### src/rtl/float_divider_seq.sv
// Sequential IEEE-754 single-precision divider: radix-2 restoring division, one quotient bit per clock.
// Optional macro FDIV_ROUND_NEAREST_EN selects round-to-nearest-even; otherwise results truncate toward zero.
module float_divider_seq #(
  parameter int EXP_W  = 8,
  parameter int MANT_W = 23
) (
  input  logic                    clk,
  input  logic                    reset,
  input  logic                    start,
  input  logic [EXP_W+MANT_W:0]   a,
  input  logic [EXP_W+MANT_W:0]   b,
  output logic [EXP_W+MANT_W:0]   result,
  output logic                    exception,
  output logic                    overflow,
  output logic                    underflow,
  output logic                    busy,
  output logic                    done,
  output logic [2:0]              fsm_state
);

  // Handshake: start is taken only in IDLE; busy is high UNPACK..ROUND; done pulses one cycle
  // with result/flags already valid, and they hold until the next completion overwrites them.

  localparam int W     = 1 + EXP_W + MANT_W;
  localparam int SIG_W = MANT_W + 1;
  localparam int Q_W   = MANT_W + 3;
  localparam int E_W   = EXP_W + 2;
  localparam int CNT_W = $clog2(Q_W);

  localparam logic [CNT_W-1:0]      LAST_ITER = CNT_W'(Q_W - 1);
  localparam logic signed [E_W-1:0] BIAS      = E_W'(2 ** (EXP_W - 1) - 1);
  localparam logic signed [E_W-1:0] EMAX      = E_W'(2 ** EXP_W - 1);
  localparam logic signed [E_W-1:0] ZERO_E    = '0;
  localparam logic [EXP_W-1:0]      EXP_ONES  = '1;
  localparam logic [W-1:0]          QNAN      = {1'b0, {EXP_W{1'b1}}, 1'b1, {(MANT_W-1){1'b0}}};

  typedef enum logic [2:0] {
    S_IDLE   = 3'd0,
    S_UNPACK = 3'd1,
    S_DIVIDE = 3'd2,
    S_NORM   = 3'd3,
    S_ROUND  = 3'd4,
    S_DONE   = 3'd5
  } state_t;

  state_t state, state_n;

  logic [W-1:0]            a_q, b_q;
  logic                    sign_q;
  logic signed [E_W-1:0]   exp_q;
  logic [SIG_W-1:0]        divisor_q;
  logic [Q_W-1:0]          rem_q, quot_q;
  logic [CNT_W-1:0]        cnt_q;

  logic [EXP_W-1:0]  ea, eb;
  logic [MANT_W-1:0] fa, fb;
  logic              sign_ab;
  logic              a_zero, b_zero, a_inf, b_inf, a_nan, b_nan;
  logic              spec_hit, spec_exc;
  logic [W-1:0]      spec_res;

  logic [Q_W-1:0]        div_ext, rem_sub, rem_next, quot_next;
  logic                  rem_ge;
  logic [MANT_W-1:0]     frac_out;
  logic signed [E_W-1:0] exp_rnd;
  logic                  ovf_c, unf_c;
  logic [W-1:0]          packed_res;

  assign fsm_state = state;

  assign ea      = a_q[W-2:MANT_W];
  assign eb      = b_q[W-2:MANT_W];
  assign fa      = a_q[MANT_W-1:0];
  assign fb      = b_q[MANT_W-1:0];
  assign sign_ab = a_q[W-1] ^ b_q[W-1];

  // Exponent field 0 means zero regardless of fraction: denormals are flushed on input.
  assign a_zero = (ea == '0);
  assign b_zero = (eb == '0);
  assign a_inf  = (ea == EXP_ONES) && (fa == '0);
  assign b_inf  = (eb == EXP_ONES) && (fb == '0);
  assign a_nan  = (ea == EXP_ONES) && (fa != '0);
  assign b_nan  = (eb == EXP_ONES) && (fb != '0);

  always_comb begin
    spec_hit = 1'b1;
    spec_exc = 1'b1;
    spec_res = QNAN;
    if (a_nan || b_nan || (a_zero && b_zero) || (a_inf && b_inf)) begin
      spec_res = QNAN;
    end else if (a_inf || b_zero) begin
      spec_res = {sign_ab, EXP_ONES, {MANT_W{1'b0}}};
    end else if (a_zero || b_inf) begin
      spec_res = {sign_ab, {(W-1){1'b0}}};
      spec_exc = 1'b0;
    end else begin
      spec_hit = 1'b0;
      spec_exc = 1'b0;
    end
  end

  // One restoring step: subtract when possible, record the quotient bit, shift the remainder.
  assign div_ext   = {{(Q_W-SIG_W){1'b0}}, divisor_q};
  assign rem_ge    = (rem_q >= div_ext);
  assign rem_sub   = rem_ge ? (rem_q - div_ext) : rem_q;
  assign rem_next  = rem_sub << 1;
  assign quot_next = {quot_q[Q_W-2:0], rem_ge};

`ifdef FDIV_ROUND_NEAREST_EN
  logic             sticky_q;
  logic             round_up;
  logic [SIG_W:0]   mant_rnd;
  logic             hidden_unused;

  // quot_q[1] is the guard bit, quot_q[0] the round bit.
  assign round_up      = quot_q[1] & (quot_q[0] | sticky_q | quot_q[2]);
  assign mant_rnd      = {1'b0, quot_q[Q_W-1:2]} + {{SIG_W{1'b0}}, round_up};
  assign frac_out      = mant_rnd[SIG_W] ? '0 : mant_rnd[MANT_W-1:0];
  assign exp_rnd       = exp_q + {{(E_W-1){1'b0}}, mant_rnd[SIG_W]};
  assign hidden_unused = mant_rnd[MANT_W];

  always_ff @(posedge clk or negedge reset) begin
    if (!reset) begin
      sticky_q <= 1'b0;
    end else if (state == S_DIVIDE && cnt_q == LAST_ITER) begin
      sticky_q <= |rem_sub;
    end
  end
`else
  logic [1:0] grd_unused;

  assign frac_out   = quot_q[Q_W-2:2];
  assign exp_rnd    = exp_q;
  assign grd_unused = quot_q[1:0];
`endif

  always_comb begin
    ovf_c = (exp_rnd >= EMAX);
    unf_c = !ovf_c && (exp_rnd <= ZERO_E);
    if (ovf_c) begin
      packed_res = {sign_q, EXP_ONES, {MANT_W{1'b0}}};
    end else if (unf_c) begin
      packed_res = {sign_q, {(W-1){1'b0}}};
    end else begin
      packed_res = {sign_q, exp_rnd[EXP_W-1:0], frac_out};
    end
  end

  always_ff @(posedge clk or negedge reset) begin
    if (!reset) begin
      state <= S_IDLE;
    end else begin
      state <= state_n;
    end
  end

  always_comb begin
    state_n = state;
    busy    = 1'b0;
    done    = 1'b0;
    case (state)
      S_IDLE:   if (start) state_n = S_UNPACK;
      S_UNPACK: begin
        busy    = 1'b1;
        state_n = spec_hit ? S_DONE : S_DIVIDE;
      end
      S_DIVIDE: begin
        busy = 1'b1;
        if (cnt_q == LAST_ITER) state_n = S_NORM;
      end
      S_NORM: begin
        busy    = 1'b1;
        state_n = S_ROUND;
      end
      S_ROUND: begin
        busy    = 1'b1;
        state_n = S_DONE;
      end
      S_DONE: begin
        done    = 1'b1;
        state_n = S_IDLE;
      end
      default: state_n = S_IDLE;
    endcase
  end

  always_ff @(posedge clk or negedge reset) begin
    if (!reset) begin
      a_q       <= '0;
      b_q       <= '0;
      sign_q    <= 1'b0;
      exp_q     <= '0;
      divisor_q <= '0;
      rem_q     <= '0;
      quot_q    <= '0;
      cnt_q     <= '0;
      result    <= '0;
      exception <= 1'b0;
      overflow  <= 1'b0;
      underflow <= 1'b0;
    end else begin
      case (state)
        S_IDLE: begin
          if (start) begin
            a_q <= a;
            b_q <= b;
          end
        end
        S_UNPACK: begin
          if (spec_hit) begin
            result    <= spec_res;
            exception <= spec_exc;
            overflow  <= 1'b0;
            underflow <= 1'b0;
          end else begin
            sign_q    <= sign_ab;
            exp_q     <= $signed({{(E_W-EXP_W){1'b0}}, ea}) - $signed({{(E_W-EXP_W){1'b0}}, eb}) + BIAS;
            divisor_q <= {1'b1, fb};
            rem_q     <= {{(Q_W-SIG_W){1'b0}}, 1'b1, fa};
            quot_q    <= '0;
            cnt_q     <= '0;
          end
        end
        S_DIVIDE: begin
          rem_q  <= rem_next;
          quot_q <= quot_next;
          cnt_q  <= cnt_q + CNT_W'(1);
        end
        S_NORM: begin
          // Quotient lies in (0.5, 2): at most one left shift restores the leading one.
          if (!quot_q[Q_W-1]) begin
            quot_q <= quot_q << 1;
            exp_q  <= exp_q - E_W'(1);
          end
        end
        S_ROUND: begin
          result    <= packed_res;
          exception <= 1'b0;
          overflow  <= ovf_c;
          underflow <= unf_c;
        end
        default: ;
      endcase
    end
  end

endmodule
### config.mk
export PLATFORM = sky130hd
export DESIGN_NAME = float_divider_seq
export DESIGN_NICKNAME = d
export VERILOG_FILES = /design/src/rtl/float_divider_seq.sv
export SDC_FILE = /design/constraint.sdc
export NUM_CORES = 1
export LEC_CHECK = 0
export ABC_CLOCK_PERIOD_IN_PS = 4030
export CORE_MARGIN = 1
export CORE_UTILIZATION = 50
export DETAILED_ROUTE_END_ITERATION = 12
export PLACE_DENSITY_LB_ADDON = 0.3
export SLEW_MARGIN = 0
export SYNTH_ARGS = -nofsm -noshare
export SYNTH_HDL_FRONTEND = slang
export SYNTH_SLANG_ARGS = --single-unit
### constraint.sdc
create_clock -name clk -period 4.03 [get_ports clk]
set_input_delay 0.403 -clock clk [delete_from_list [all_inputs] [get_ports clk]]
set_output_delay 0.403 -clock clk [all_outputs]
set_load 0.02 [all_outputs]
==> impl_metrics.sql <==
INSERT INTO impl_metrics (metric_group, metric, value, unit) VALUES
('logic_synthesis', 'syn-mean-instance-area', '10.0', 'µm²'),
('logic_synthesis', 'synth-edff-count', '0', ''),
('worst_setup_path', 'setup.worst_path.start_class', 'flip-flop', ''),
('logic_synthesis', 'seq_area_frac_synth', '48.7', '%'),
('job', 'max_cap_viols', '0', ''),
('timing', 'final.hold.worst_slack', '455', 'ps'),
('worst_setup_path', 'critPathSlowestCell', 'a21o_1', ''),
('logic_synthesis', 'yosysTopAreaCellShare', '48.7', '%'),
('final_layout', 'area_growth_syn_to_layout', '19.0', '%'),
('detailed_routing', 'detail_route.drc_violations', '0', ''),
('clocking', 'tritoncts.num_buffers', '17', ''),
('clocking', 'clock_latency_late_sink', '450', 'ps'),
('clocking', 'cts_resized', '0', ''),
('final_layout', 'post_route_cells_drive_above_1_share', '11.4', '%'),
('global_routing', 'grt_antenna_before_repair', '0', ''),
('clocking', 'clk_transition_reported_paths', '80', 'ps'),
('worst_setup_path', 'worst_path_most_repeated_cell', 'o21ai_2', ''),
('min_path', 'min_path_type', 'flip-flop to flip-flop', ''),
('detailed_routing', 'routed-via-count', '7760', ''),
('detailed_routing', 'initialDrtViolationCount', '722', ''),
('die', 'fp.dieArea', '20500', 'µm²'),
('timing', 'finalWorstSetupSlack', '721', 'ps'),
('logic_synthesis', 'synth_commonest_cells', '194 x dfrtp_1, 119 x nand2_1, 86 x o21ai_0', ''),
('run_status', 'status', 'finished clean', ''),
('die', 'die_width', '143', 'µm'),
('placement', 'gp_congestion', '0.901', ''),
('worst_setup_path', 'critical_path.max_stage_delay', '520', 'ps'),
('timing', 'period_minus_slack', '3310', 'ps'),
('global_routing', 'grt_start_max_net_pins', '81', ''),
('power', 'clock_power_share', '15.6', '%'),
('global_routing', 'number_of_global_route_vias_before_repair', '7273', ''),
('logic_synthesis', 'yosysWarningCount', '0', ''),
('worst_setup_path', 'critical_path.top_delay_family', 'compound AO/OA/AOI/OAI gates', ''),
('worst_setup_path', 'critPathCaptureType', 'flip-flop', ''),
('power', 'p_leak', '5.19', 'nW'),
('detailed_routing', 'drt-vias-per-instance', '5.74', ''),
('clocking', 'clockBufferDepth', '2', ''),
('logic_synthesis', 'synth.cell_area', '9960', 'µm²'),
('die', 'initial_utilization', '51.0', '%'),
('timing', 'worst_clock_skew', '16.2', 'ps'),
('power', 'peakVddDrop', '414', 'µV'),
('clocking', 'htree_levels', '4', ''),
('final_layout', 'fin_util', '60.7', '%'),
('timing', 'maxSlewViolCount', '0', ''),
('detailed_routing', 'drt.antenna.violating_nets', '0', ''),
('die', 'core_region_area', '19500', 'µm²'),
('logic_synthesis', 'async_flop_share', '100', '%'),
('logic_synthesis', 'library_cell_occupying_the_most_area_in_the_post_synthesis_netlist', 'dfrtp_1', ''),
('placement', 'placed_cell_area', '11200', 'µm²'),
('final_layout', 'final.fill_count', '1654', ''),
('detailed_routing', 'number_of_detailed_routing_iterations_run_before_antenna_repair', '5', ''),
('worst_setup_path', 'required_time_of_the_critical_path', '4400', 'ps'),
('global_routing', 'grt_usage', '24.0', '%'),
('timing', 'hold_viol_final', '0', ''),
('die', 'chipHeight', '143', 'µm'),
('worst_setup_path', 'path_cells', 'ha_1, fa_1, nand2b_1, a21oi_2, o21ai_2, o221a_4, o21ai_2, a21o_1, buf_4, nor3_1, a31o_2, a31oi_1', ''),
('logic_synthesis', 'synth_nets', '1099', ''),
('logic_synthesis', 'synth-seq-cells', '194', ''),
('timing', 'worst-slew-pin-transition', '1160', 'ps'),
('logic_synthesis', 'yosys.cell_types.count', '68', ''),
('timing', 'report.final.setup_viol', '0', ''),
('logic_synthesis', 'yosys_most_used_dff', 'dfrtp_1', ''),
('logic_synthesis', 'netlist_top_cells_area', 'dfrtp_1 49%, mux2_2 6.7%, ha_1 4.6%, nand2_1 4.5%, o21ai_0 4.3%', ''),
('power', 'p_int', '6.18', 'mW'),
('die', 'placement_rows', '51', ''),
('timing', 'unrepaired_setup_endpoints_after_global_routing', 'no', ''),
('detailed_routing', 'routedWlPerCell', '17.1', 'µm'),
('die', 'i_o_pin_count', '107', ''),
('worst_setup_path', 'timing.critical_path.arrival', '3670', 'ps'),
('clocking', 'clock-root-buffer', 'clkbuf_16', ''),
('timing', 'maxSlewHeadroom', '22.4', '%');
-- power groups by stage --
stage / Combinational, mW / Sequential (mW) / Clock, mW
after floorplan: 4.50 / 3.29 / 0
after CTS: 5.92 / 3.43 / 1.77
after detailed placement: 5.84 / 3.46 / 0
after global placement: 5.73 / 3.43 / 0
after global routing: 6.61 / 3.55 / 1.85
final: 5.98 / 3.44 / 1.75
-- metrics by stage --
step | std cells | power (mW)
floorplan | 993 | 7.79
global placement | 1319 | 9.16
detailed placement | 1319 | 9.30
CTS | 1352 | 11.1
global route | 1352 | 12.0
finish | 1352 | 11.2
-- cell type report --
type | count | area, µm² | share of cell area, %
clock buffers | 17 | 425 | 3.59
clock inverters | 15 | 194 | 1.64
inverters | 45 | 169 | 1.42
multi-input cells | 697 | 4710 | 39.7
flip-flops and latches | 194 | 4850 | 40.9
well taps | 265 | 332 | 2.80
repair buffers | 119 | 1180 | 9.93
-- per-layer routing --
layer / vias to the layer above / share of wire [%] / global-route usage [%]
met5: - / 0 / 0
met4: 0 / 1.0 / 5.94
met3: 24 / 5.4 / 3.96
met2: 243 / 43 / 33.2
met1: 3789 / 51 / 38.2
li1: 3704 / - / -
-- cells in the final DEF (no fill, tap or decap), types with 4 or more instances in the layout --
cell / instances
a21o_1: 11
clkbuf_16: 17
mux2i_1: 12
and3_1: 7
clkdlybuf4s50_1: 105
a31oi_1: 11
inv_6: 5
a22o_1: 47
nand3_1: 17
inv_1: 45
nor4_1: 12
a21oi_1: 61
buf_4: 11
o21a_1: 5
nor2_1: 55
xnor2_1: 22
xor2_1: 12
nor2b_1: 4
dfrtp_1: 194
nand4_1: 13
o211ai_1: 8
nor3_1: 14
ha_1: 37
o21ai_0: 86
or4_1: 5
mux2_2: 59
or3_1: 4
clkinv_8: 5
o21bai_1: 5
nand2_1: 119
nand2b_1: 11
-- sequential cells by signal, indices dropped and copies added, names as in the netlist --
name       cells
divisor_q     24
overflow       1
b_q           32
sign_q         1
exp_q         10
exception      1
rem_q         26
underflow      1
result        32
quot_q        26
fsm_state      3
cnt_q          5
a_q           32
-- tightest hold or removal path, delay by kind of cell (launching register included) --
| kind | cells | cell delay (ps) |
|---|---|---|
| simple gates | 1 | 50 |
| buf+inv | 1 | 50 |
| flops | 1 | 330 |
-- logic make-up (layout without fill, tap and decap cells) --
group	after synthesis	after routing	synth area share, %
flops	194	194	48.7
mux	72	72	7.99
compound gates	270	270	17.8
xor+xnor	34	34	2.99
fa+ha+maj	39	39	5.05
simple gates	282	282	13.3
buf+inv	102	196	4.13
-- path summary, 6_finish.rpt --
kind                          startpoint             to  slack (ps)  cells past startpoint
max                         divisor_q[0]      rem_q[18]         720                     12
min                        divisor_q[23]  divisor_q[23]         450                      2
max reg2reg                 divisor_q[0]      rem_q[18]         720                     12
min reg2reg                divisor_q[23]  divisor_q[23]         450                      2
max in group asynchronous          reset   divisor_q[5]        2480                      3
min in group asynchronous          reset     result[16]         530                      2
-- what timing repair did --
action                    4_1_cts  5_1_grt
hold endpoints to repair       57        0
hold buffers                    1        0
buffers inserted                0        0
No activity file was read; power rests on OpenSTA's default activity.
